[src/rtl/writeback_arbiter.sv]
// Single write-port master for the register file: merges pipeline results with
// buffered multi-cycle completions and tracks in-flight destinations for decode.
module writeback_arbiter #(
    parameter int REG_COUNT    = 32,
    parameter int DATA_W       = 32,
    parameter int FIFO_DEPTH   = 2,
    parameter int STARVE_LIMIT = 4
) (
    input  logic              clk,
    input  logic              reset,
    input  logic              pipe_wb_valid,
    input  logic [4:0]        pipe_wb_id,
    input  logic [DATA_W-1:0] pipe_wb_data,
    output logic              pipe_stall,
    input  logic              mc_issue,
    input  logic [4:0]        mc_issue_id,
    output logic              mc_issue_ready,
    input  logic              mc_valid,
    input  logic [4:0]        mc_id,
    input  logic [DATA_W-1:0] mc_data,
    output logic              mc_ready,
    input  logic [4:0]        rs1_id,
    input  logic [4:0]        rs2_id,
    output logic              hazard,
    output logic              issue_err,
    output logic              write_en,
    output logic [4:0]        write_id,
    output logic [DATA_W-1:0] write_data
);

    localparam int PW = (FIFO_DEPTH > 1) ? $clog2(FIFO_DEPTH) : 1;
    localparam int CW = $clog2(FIFO_DEPTH + 1);
    localparam int SW = $clog2(STARVE_LIMIT + 1);
    localparam logic [SW-1:0] STARVE_MAX = SW'(STARVE_LIMIT);
    localparam logic [CW-1:0] FIFO_MAX   = CW'(FIFO_DEPTH);

    logic [4:0]        fifo_id   [FIFO_DEPTH];
    logic [DATA_W-1:0] fifo_data [FIFO_DEPTH];
    logic [PW-1:0]     rd_ptr;
    logic [PW-1:0]     wr_ptr;
    logic [CW-1:0]     count;
    logic [SW-1:0]     starve_cnt;
    logic [REG_COUNT-1:0] pending;
    logic [REG_COUNT-1:0] pending_nxt;

    logic fifo_nonempty;
    logic fifo_full;
    logic forced;
    logic sel_fifo;
    logic sel_pipe;
    logic push;
    logic issue_ok;
    logic [4:0]        head_id;
    logic [DATA_W-1:0] head_data;

    assign fifo_nonempty  = (count != '0);
    assign fifo_full      = (count == FIFO_MAX);
    assign head_id        = fifo_id[rd_ptr];
    assign head_data      = fifo_data[rd_ptr];
    assign forced         = fifo_nonempty && (starve_cnt == STARVE_MAX);
    assign sel_fifo       = fifo_nonempty && (forced || !pipe_wb_valid);
    assign sel_pipe       = pipe_wb_valid && !forced;
    assign pipe_stall     = pipe_wb_valid && forced;
    assign mc_ready       = !fifo_full;
    assign push           = mc_valid && mc_ready;
    assign mc_issue_ready = !pending[mc_issue_id];
    assign issue_ok       = mc_issue && mc_issue_ready && (mc_issue_id != 5'd0);
    assign hazard         = pending[rs1_id] | pending[rs2_id];

    // A new issue to the same id as the retiring head must leave it pending.
    always_comb begin
        pending_nxt = pending;
        if (sel_fifo) begin
            pending_nxt[head_id] = 1'b0;
        end
        if (issue_ok) begin
            pending_nxt[mc_issue_id] = 1'b1;
        end
        pending_nxt[0] = 1'b0;
    end

    always_ff @(posedge clk) begin
        if (push) begin
            fifo_id[wr_ptr]   <= mc_id;
            fifo_data[wr_ptr] <= mc_data;
        end
    end

    always_ff @(posedge clk) begin
        if (reset) begin
            rd_ptr     <= '0;
            wr_ptr     <= '0;
            count      <= '0;
            starve_cnt <= '0;
            pending    <= '0;
            issue_err  <= 1'b0;
            write_en   <= 1'b0;
            write_id   <= '0;
            write_data <= '0;
        end else begin
            if (push) begin
                wr_ptr <= wr_ptr + PW'(1);
            end
            if (sel_fifo) begin
                rd_ptr <= rd_ptr + PW'(1);
            end
            if (push && !sel_fifo) begin
                count <= count + CW'(1);
            end else if (!push && sel_fifo) begin
                count <= count - CW'(1);
            end

            if (sel_fifo || !fifo_nonempty) begin
                starve_cnt <= '0;
            end else if (sel_pipe && starve_cnt != STARVE_MAX) begin
                starve_cnt <= starve_cnt + SW'(1);
            end

            pending <= pending_nxt;
            if (mc_issue && !mc_issue_ready) begin
                issue_err <= 1'b1;
            end

            // Id 0 is consumed like any other result but never strobes the file.
            write_en <= 1'b0;
            if (sel_fifo) begin
                write_en   <= (head_id != 5'd0);
                write_id   <= head_id;
                write_data <= head_data;
            end else if (sel_pipe) begin
                write_en   <= (pipe_wb_id != 5'd0);
                write_id   <= pipe_wb_id;
                write_data <= pipe_wb_data;
            end
        end
    end

endmodule

[config.mk]
export PLATFORM = sky130hd
export DESIGN_NAME = writeback_arbiter
export DESIGN_NICKNAME = d
export VERILOG_FILES = /design/src/rtl/writeback_arbiter.sv
export SDC_FILE = /design/constraint.sdc
export NUM_CORES = 1
export LEC_CHECK = 0
export BUFFER_PORTS_ARGS = -buffer_cell sky130_fd_sc_hd__buf_2
export CORE_MARGIN = 4
export CORE_UTILIZATION = 30
export CTS_BUF_LIST = sky130_fd_sc_hd__clkbuf_8
export CTS_CLUSTER_SIZE = 12
export DETAILED_ROUTE_END_ITERATION = 16
export HOLD_SLACK_MARGIN = 0.02
export SYNTH_ARGS = -nofsm -noshare
export SYNTH_HDL_FRONTEND = slang
export SYNTH_SLANG_ARGS = --single-unit
[constraint.sdc]
create_clock -name clk -period 3.5 [get_ports clk]
set_input_delay 0.875 -clock clk [delete_from_list [all_inputs] [get_ports clk]]
set_output_delay 0.875 -clock clk [all_outputs]
set_load 0.01 [all_outputs]
==> results of run 1 <==
-- per-layer routing --
metal  GRT usage [%]  part of all wire [%]
met1            18.8                    44
met2            21.6                    45
met3            5.39                   8.7
met4            3.99                   1.6
met5               0                  0.38
-- final cells by class --
class / count / area (sq um) / share of cell area (%)
Clock buffer: 18 / 248 / 2.98
Clock inverter: 14 / 150 / 1.81
Inverter: 9 / 33.8 / 0.406
Multi-Input combinational cell: 429 / 2970 / 35.7
Sequential cell: 152 / 3780 / 45.5
Tap cell: 285 / 357 / 4.29
Timing Repair Buffer: 148 / 773 / 9.30
-- cell families (layout without fill, tap and decap cells) --
kind of cell / after synthesis / count (layout) / share of synthesized area (%)
buffers and inverters: 53 / 189 / 3.22
AND/OR/NAND/NOR: 213 / 213 / 15.2
AO/OA/AOI/OAI: 135 / 135 / 12.5
flip-flops: 152 / 152 / 54.4
adder cells (fa/ha/maj): 3 / 3 / 0.540
multiplexers: 73 / 73 / 13.5
XOR/XNOR: 5 / 5 / 0.629
-- placed cells by master, fill, tap and decap left out, types with 7 or more instances in the layout --
cell type  netlist  layout
buf_4            1      12
edfxtp_1        74      74
a21oi_1         44      44
dfxtp_1         78      77
nor2_1         101     100
mux4_2          16      16
mux2i_1         52      52
nand2_1         37      37
o21ai_0         19      19
inv_1            9       9
nor3b_1          7       7
clkbuf_8         0      18
o31ai_1         11      11
a211oi_1        36      36
nand3b_1        27      27
buf_2            5     135
-- flip-flops by register name (all words and copies together), names as in the netlist, 2 cells and up, named ones only --
signal      cells
fifo_id        10
pending        31
count           2
fifo_data      64
starve_cnt      3
write_data     32
write_id        5
-- power by group through the flow --
stage / clock network, mW / registers (mW) / logic (mW)
floorplan: 0 / 2.38 / 0.947
detailed placement: 0 / 2.35 / 1.43
finish: 1.35 / 2.32 / 1.42
global placement: 0 / 2.35 / 1.42
CTS: 1.38 / 2.32 / 1.44
global route: 1.46 / 2.35 / 1.59
-- what timing repair did --
item                                    in CTS  in global routing
endpoints found under the setup margin       0                  1
buffers inserted                             0                  0
hold endpoints to repair                     0                  0
gates resized for setup                      0                  1
-- worst paths after layout --
| check | to | startpoint | cells after the start | slack [ns] |
|---|---|---|---|---|
| setup reg to reg | pending[8] | pending[24] | 5 | 1.36 |
| hold reg to reg | starve_cnt[0] | starve_cnt[0] | 1 | 0.46 |
| hold / removal | starve_cnt[0] | starve_cnt[0] | 1 | 0.46 |
| setup / recovery | mc_issue_ready | mc_issue_id[1] | 7 | 0.1 |
-- per-stage QoR --
stage	total power, mW	area, sq um	hold WS (ns)	utilization (%)	instances
2_1_floorplan	3.32	6960	0.417	-	634
3_3_place_gp	3.77	7920	0.427	34.9	1023
3_5_place_dp	3.78	7920	0.436	34.9	1023
4_1_cts	5.14	8320	0.455	36.6	1055
5_1_grt	5.40	8320	0.488	36.6	1055
6_report	5.09	8320	0.460	36.6	1055
==> flow_summary_export.csv, run 1 <==
group,metric,value,unit
placed_design,dp_hpwl,12.8,mm
critical_path,path_buf_inv,2,
yosys,synth_largest_area_cell,"edfxtp_1",
die,die_area,0.0257,sq mm
die,initial_core_util,30.6,%
yosys,synth.most_common_cell,"nor2_1",
yosys,yosys_most_used_dff,"dfxtp_1",
yosys,synth_top_area_share,31.9,%
clocking,numCtsBuffers,17,
grt,grt_pass1_vias,5154,
timing,period_needed,3.40,ns
yosys,syn_area,0.00696,sq mm
route,firstDrtPassIters,5,
power,swShare,34.7,%
clocking,clk_path_buf_depth,2,
job,max_cap_viol_count,0,
critical_path,cp.arrival,2.53,ns
power,pwr-share-clk,26.5,%
yosys,synthArstFlopShare,0,%
cells_and_area,syn2layout_area_growth,19.5,%
yosys,synthTopCellsByCount,"nor2_1, dfxtp_1, edfxtp_1",
cells_and_area,fill_cells,2280,
grt,track_usage,14.1,%
route,ant_nets,0,
clocking,clock-sinks,152,
hold_path,holdCritPathClass,"flop to flop",
power,power.density,611,mW/mm^2
critical_path,start_kind,"primary input",
critical_path,path_cells,"clkbuf_4 > mux2i_1 > o22ai_1 > or4_1 > o21ai_2 > nor3b_1 > buf_2",
timing,finalHoldViolCount,0,
clocking,tritoncts,"built",
timing,slew-limit-headroom,35.2,%
critical_path,path_max_fanout,12,
critical_path,worstSetupPathType,"primary input to output port",
power,p_int,3.32,mW
route,drt_wl_total,18.3,mm
critical_path,cp.required,2.62,ns
die,std_cell_rows,55,
grt,globalRouteOverflowTotal,0,
clocking,clkTransAtPathRegs,0.09,ns
yosys,yosysUniqueCellTypes,49,
cells_and_area,antenna_cells,0,
placed_design,place.gp.congestion,0.908,
route,num_vias,5397,
timing,finalCritPeriodShare,97.2,%
yosys,synth-seq-cells,152,
power,power.leakage,3.07,nW
die,die_w,160,um
placed_design,portBuffers,136,
yosys,syn_inst,634,
critical_path,critPathTopFamily,"simple AND/OR/NAND/NOR gates",
timing,finClkSkew,0.0202,ns
clocking,htree_levels,4,
power,vdd_drop_max,488,uV
die,core,0.0227,sq mm
timing,rsz0062_at_grt,"false",
die,die_h,160,um
power,p_comb_share,27.9,%
yosys,synth_seq_area_share,54.4,%
run_status,status,"finished clean",
clocking,worstSkewPairLatency,0.45,ns
critical_path,slowest_delay,0.50,ns
critical_path,crit_slowest_cell,"or4_1",
grt,grt_start_max_net_pins,77,
timing,report.final.slew_viol_count,0,
timing,worst_pin_slew,0.972,ns
yosys,syn-num-nets,731,
timing,setup_ws,0.0976,ns
critical_path,end_kind,"output port",
route,wire_per_inst,17.4,um
route,vias_per_cell,5.12,
grt,grt_pass1_wl,28.7,mm
cells_and_area,fin_nets,854,
timing,setup_viol,0,
power,p_seq_share,45.6,%
timing,fmax,294,MHz
route,drc_errors,0,
yosys,synth_edf_count,74,
route,initialDrtViolationCount,304,
clocking,cts_hold_buf,0,
grt,grt_antenna_before_repair,5,
clocking,clock-root-buffer,"clkbuf_8",
cells_and_area,drive_gt1_share,27.7,%
timing,fin_tns_setup,0,ns
yosys,synth_area_leaders,"edfxtp_1, dfxtp_1, mux2i_1",
die,io_pins,137,
placed_design,preCtsSetupSlack,0.0762,ns
yosys,syn_avg_cell_area,11.0,sq um
yosys,yosysWarnings,0,
power,p_sw,1.77,mW
Power figures use the tool's default switching activity.
==> run 2, diff against run 1 <==
==> constraint.sdc (replaced) <==
create_clock -name clk -period 3.5 [get_ports clk]
set_input_delay 0.175 -clock clk [delete_from_list [all_inputs] [get_ports clk]]
set_output_delay 0.175 -clock clk [all_outputs]
set_load 0.01 [all_outputs]
==> flow_summary_export.csv, run 2 (same netlist as run 1, synthesis figures left out) <==
group,metric,value,unit
critical_path,path_max_fanout,4,
clocking,clock-sinks,152,
power,power.density,586,mW/mm^2
critical_path,end_kind,"output port",
timing,report.final.slew_viol_count,0,
critical_path,start_kind,"flop",
hold_path,holdCritPathClass,"primary input to flop",
grt,track_usage,13.7,%
power,p_sw,1.75,mW
cells_and_area,drive_gt1_share,25.8,%
clocking,clkTransAtPathRegs,0.09,ns
clocking,clk_path_buf_depth,2,
timing,fin_tns_setup,0,ns
timing,finalHoldViolCount,0,
timing,setup_viol,0,
clocking,tritoncts,"built",
power,swShare,34.6,%
timing,fmax,408,MHz
job,max_cap_viol_count,0,
critical_path,worstSetupPathType,"flop to output port",
cells_and_area,layout_commonest_cell,"buf_2",
clocking,htree_levels,4,
power,vdd_drop_max,346,uV
cells_and_area,fin_nets,885,
route,drc_errors,0,
cells_and_area,reg.largest.list,"fifo_data x64, write_data x32, pending x31",
power,p_int,3.30,mW
power,p_comb_share,28.9,%
placed_design,dp_hpwl,12.6,mm
timing,finClkSkew,0.0139,ns
cells_and_area,largest_register_ffs,64,
cells_and_area,final_area,0.00862,sq mm
cells_and_area,layout_common_cells,"buf_2, nor2_1, dfxtp_1",
die,die_h,160,um
die,die_area,0.0257,sq mm
die,core,0.0227,sq mm
grt,grt_pass1_wl,28.5,mm
cells_and_area,syn2layout_area_growth,24.0,%
critical_path,cp.arrival,2.27,ns
route,wire_per_inst,16.5,um
route,ant_nets,0,
grt,grt_antenna_before_repair,3,
die,io_pins,137,
power,pwr-share-clk,25.5,%
power,p_seq_share,45.6,%
clocking,clock-root-buffer,"clkbuf_8",
clocking,worstSkewPairLatency,0.44,ns
cells_and_area,fill_cells,2283,
placed_design,place.gp.congestion,0.824,
cells_and_area,top_register,"fifo_data",
grt,globalRouteOverflowTotal,0,
timing,finalCritPeriodShare,70.0,%
grt,grt_start_max_net_pins,77,
route,num_vias,5467,
power,power.leakage,3.18,nW
route,drt_wl_total,17.9,mm
timing,period_needed,2.45,ns
die,die_w,160,um
route,vias_per_cell,5.02,
die,initial_core_util,30.6,%
run_status,status,"finished clean",
timing,worst_pin_slew,0.947,ns
clocking,numCtsBuffers,17,
route,firstDrtPassIters,5,
timing,slew-limit-headroom,36.9,%
route,initialDrtViolationCount,355,
grt,grt_pass1_vias,5338,
placed_design,portBuffers,136,
timing,rsz0062_at_grt,"false",
critical_path,cp.required,3.32,ns
placed_design,placed_area,0.00787,sq mm
die,std_cell_rows,55,
run 2: layout make-up:
type / instances / area, sq um / share of cell area [%]
well taps: 285 / 357 / 4.13
repair buffers: 179 / 1100 / 12.7
clock buffers: 17 / 234 / 2.71
multi-input cells: 429 / 2970 / 34.5
flip-flops and latches: 152 / 3780 / 43.9
diodes: 3 / 7.51 / 0.0870
inverters: 9 / 33.8 / 0.392
clock inverters: 14 / 138 / 1.60
run 2: per-stage QoR:
stage               worst slack [ns]  utilization, %  total power [mW]  std cells  hold WS (ns)
floorplan                      0.783               -              3.32        634         0.274
global placement                1.32            34.6              3.77       1016         0.363
detailed placement              1.30            34.6              3.78       1016         0.366
CTS                             1.06            37.9              5.10       1085        0.0316
global route                   0.913            38.0              5.35       1088        0.0514
finish                          1.05            38.0              5.05       1088        0.0610
run 2: per-layer routing:
layer,up-vias,GRT usage (%),routed length [um]
li1,2671,-,-
met1,2594,18.4,8320
met2,185,21.1,7950
met3,17,4.70,1420
met4,0,3.68,235
met5,-,0,0
run 2: worst paths after layout:
check	from	end	slack (ns)	cells after the start
worst max register to register	flop	pending[13]	1.33	7
worst min register to register	starve_cnt[0]	starve_cnt[0]	0.45	1
worst min-delay path	pipe_wb_valid	write_en	0.06	3
worst max-delay path	pending[27]	mc_issue_ready	1.05	5
run 2: power groups by stage:
stage	Combinational, mW	Sequential [mW]	Clock, mW
floorplan	0.947	2.38	0
global placement	1.43	2.34	0
detailed placement	1.44	2.35	0
CTS	1.48	2.31	1.32
global route	1.62	2.34	1.38
finish	1.46	2.31	1.29
run 2: what timing repair did:
action | 4_1_cts | 5_1_grt
setup buffers | 0 | 0
endpoints found under the hold margin | 75 | 0
hold buffers | 38 | 0
gates resized for setup | 0 | 0
run 2: critical path, stage by stage, from the launching register on:
cell and delay, ns:
dfxtp_1 0.36, mux4_2 0.47, nor2b_1 0.18, a311o_1 0.28
nor3b_1 0.35, buf_2 0.20
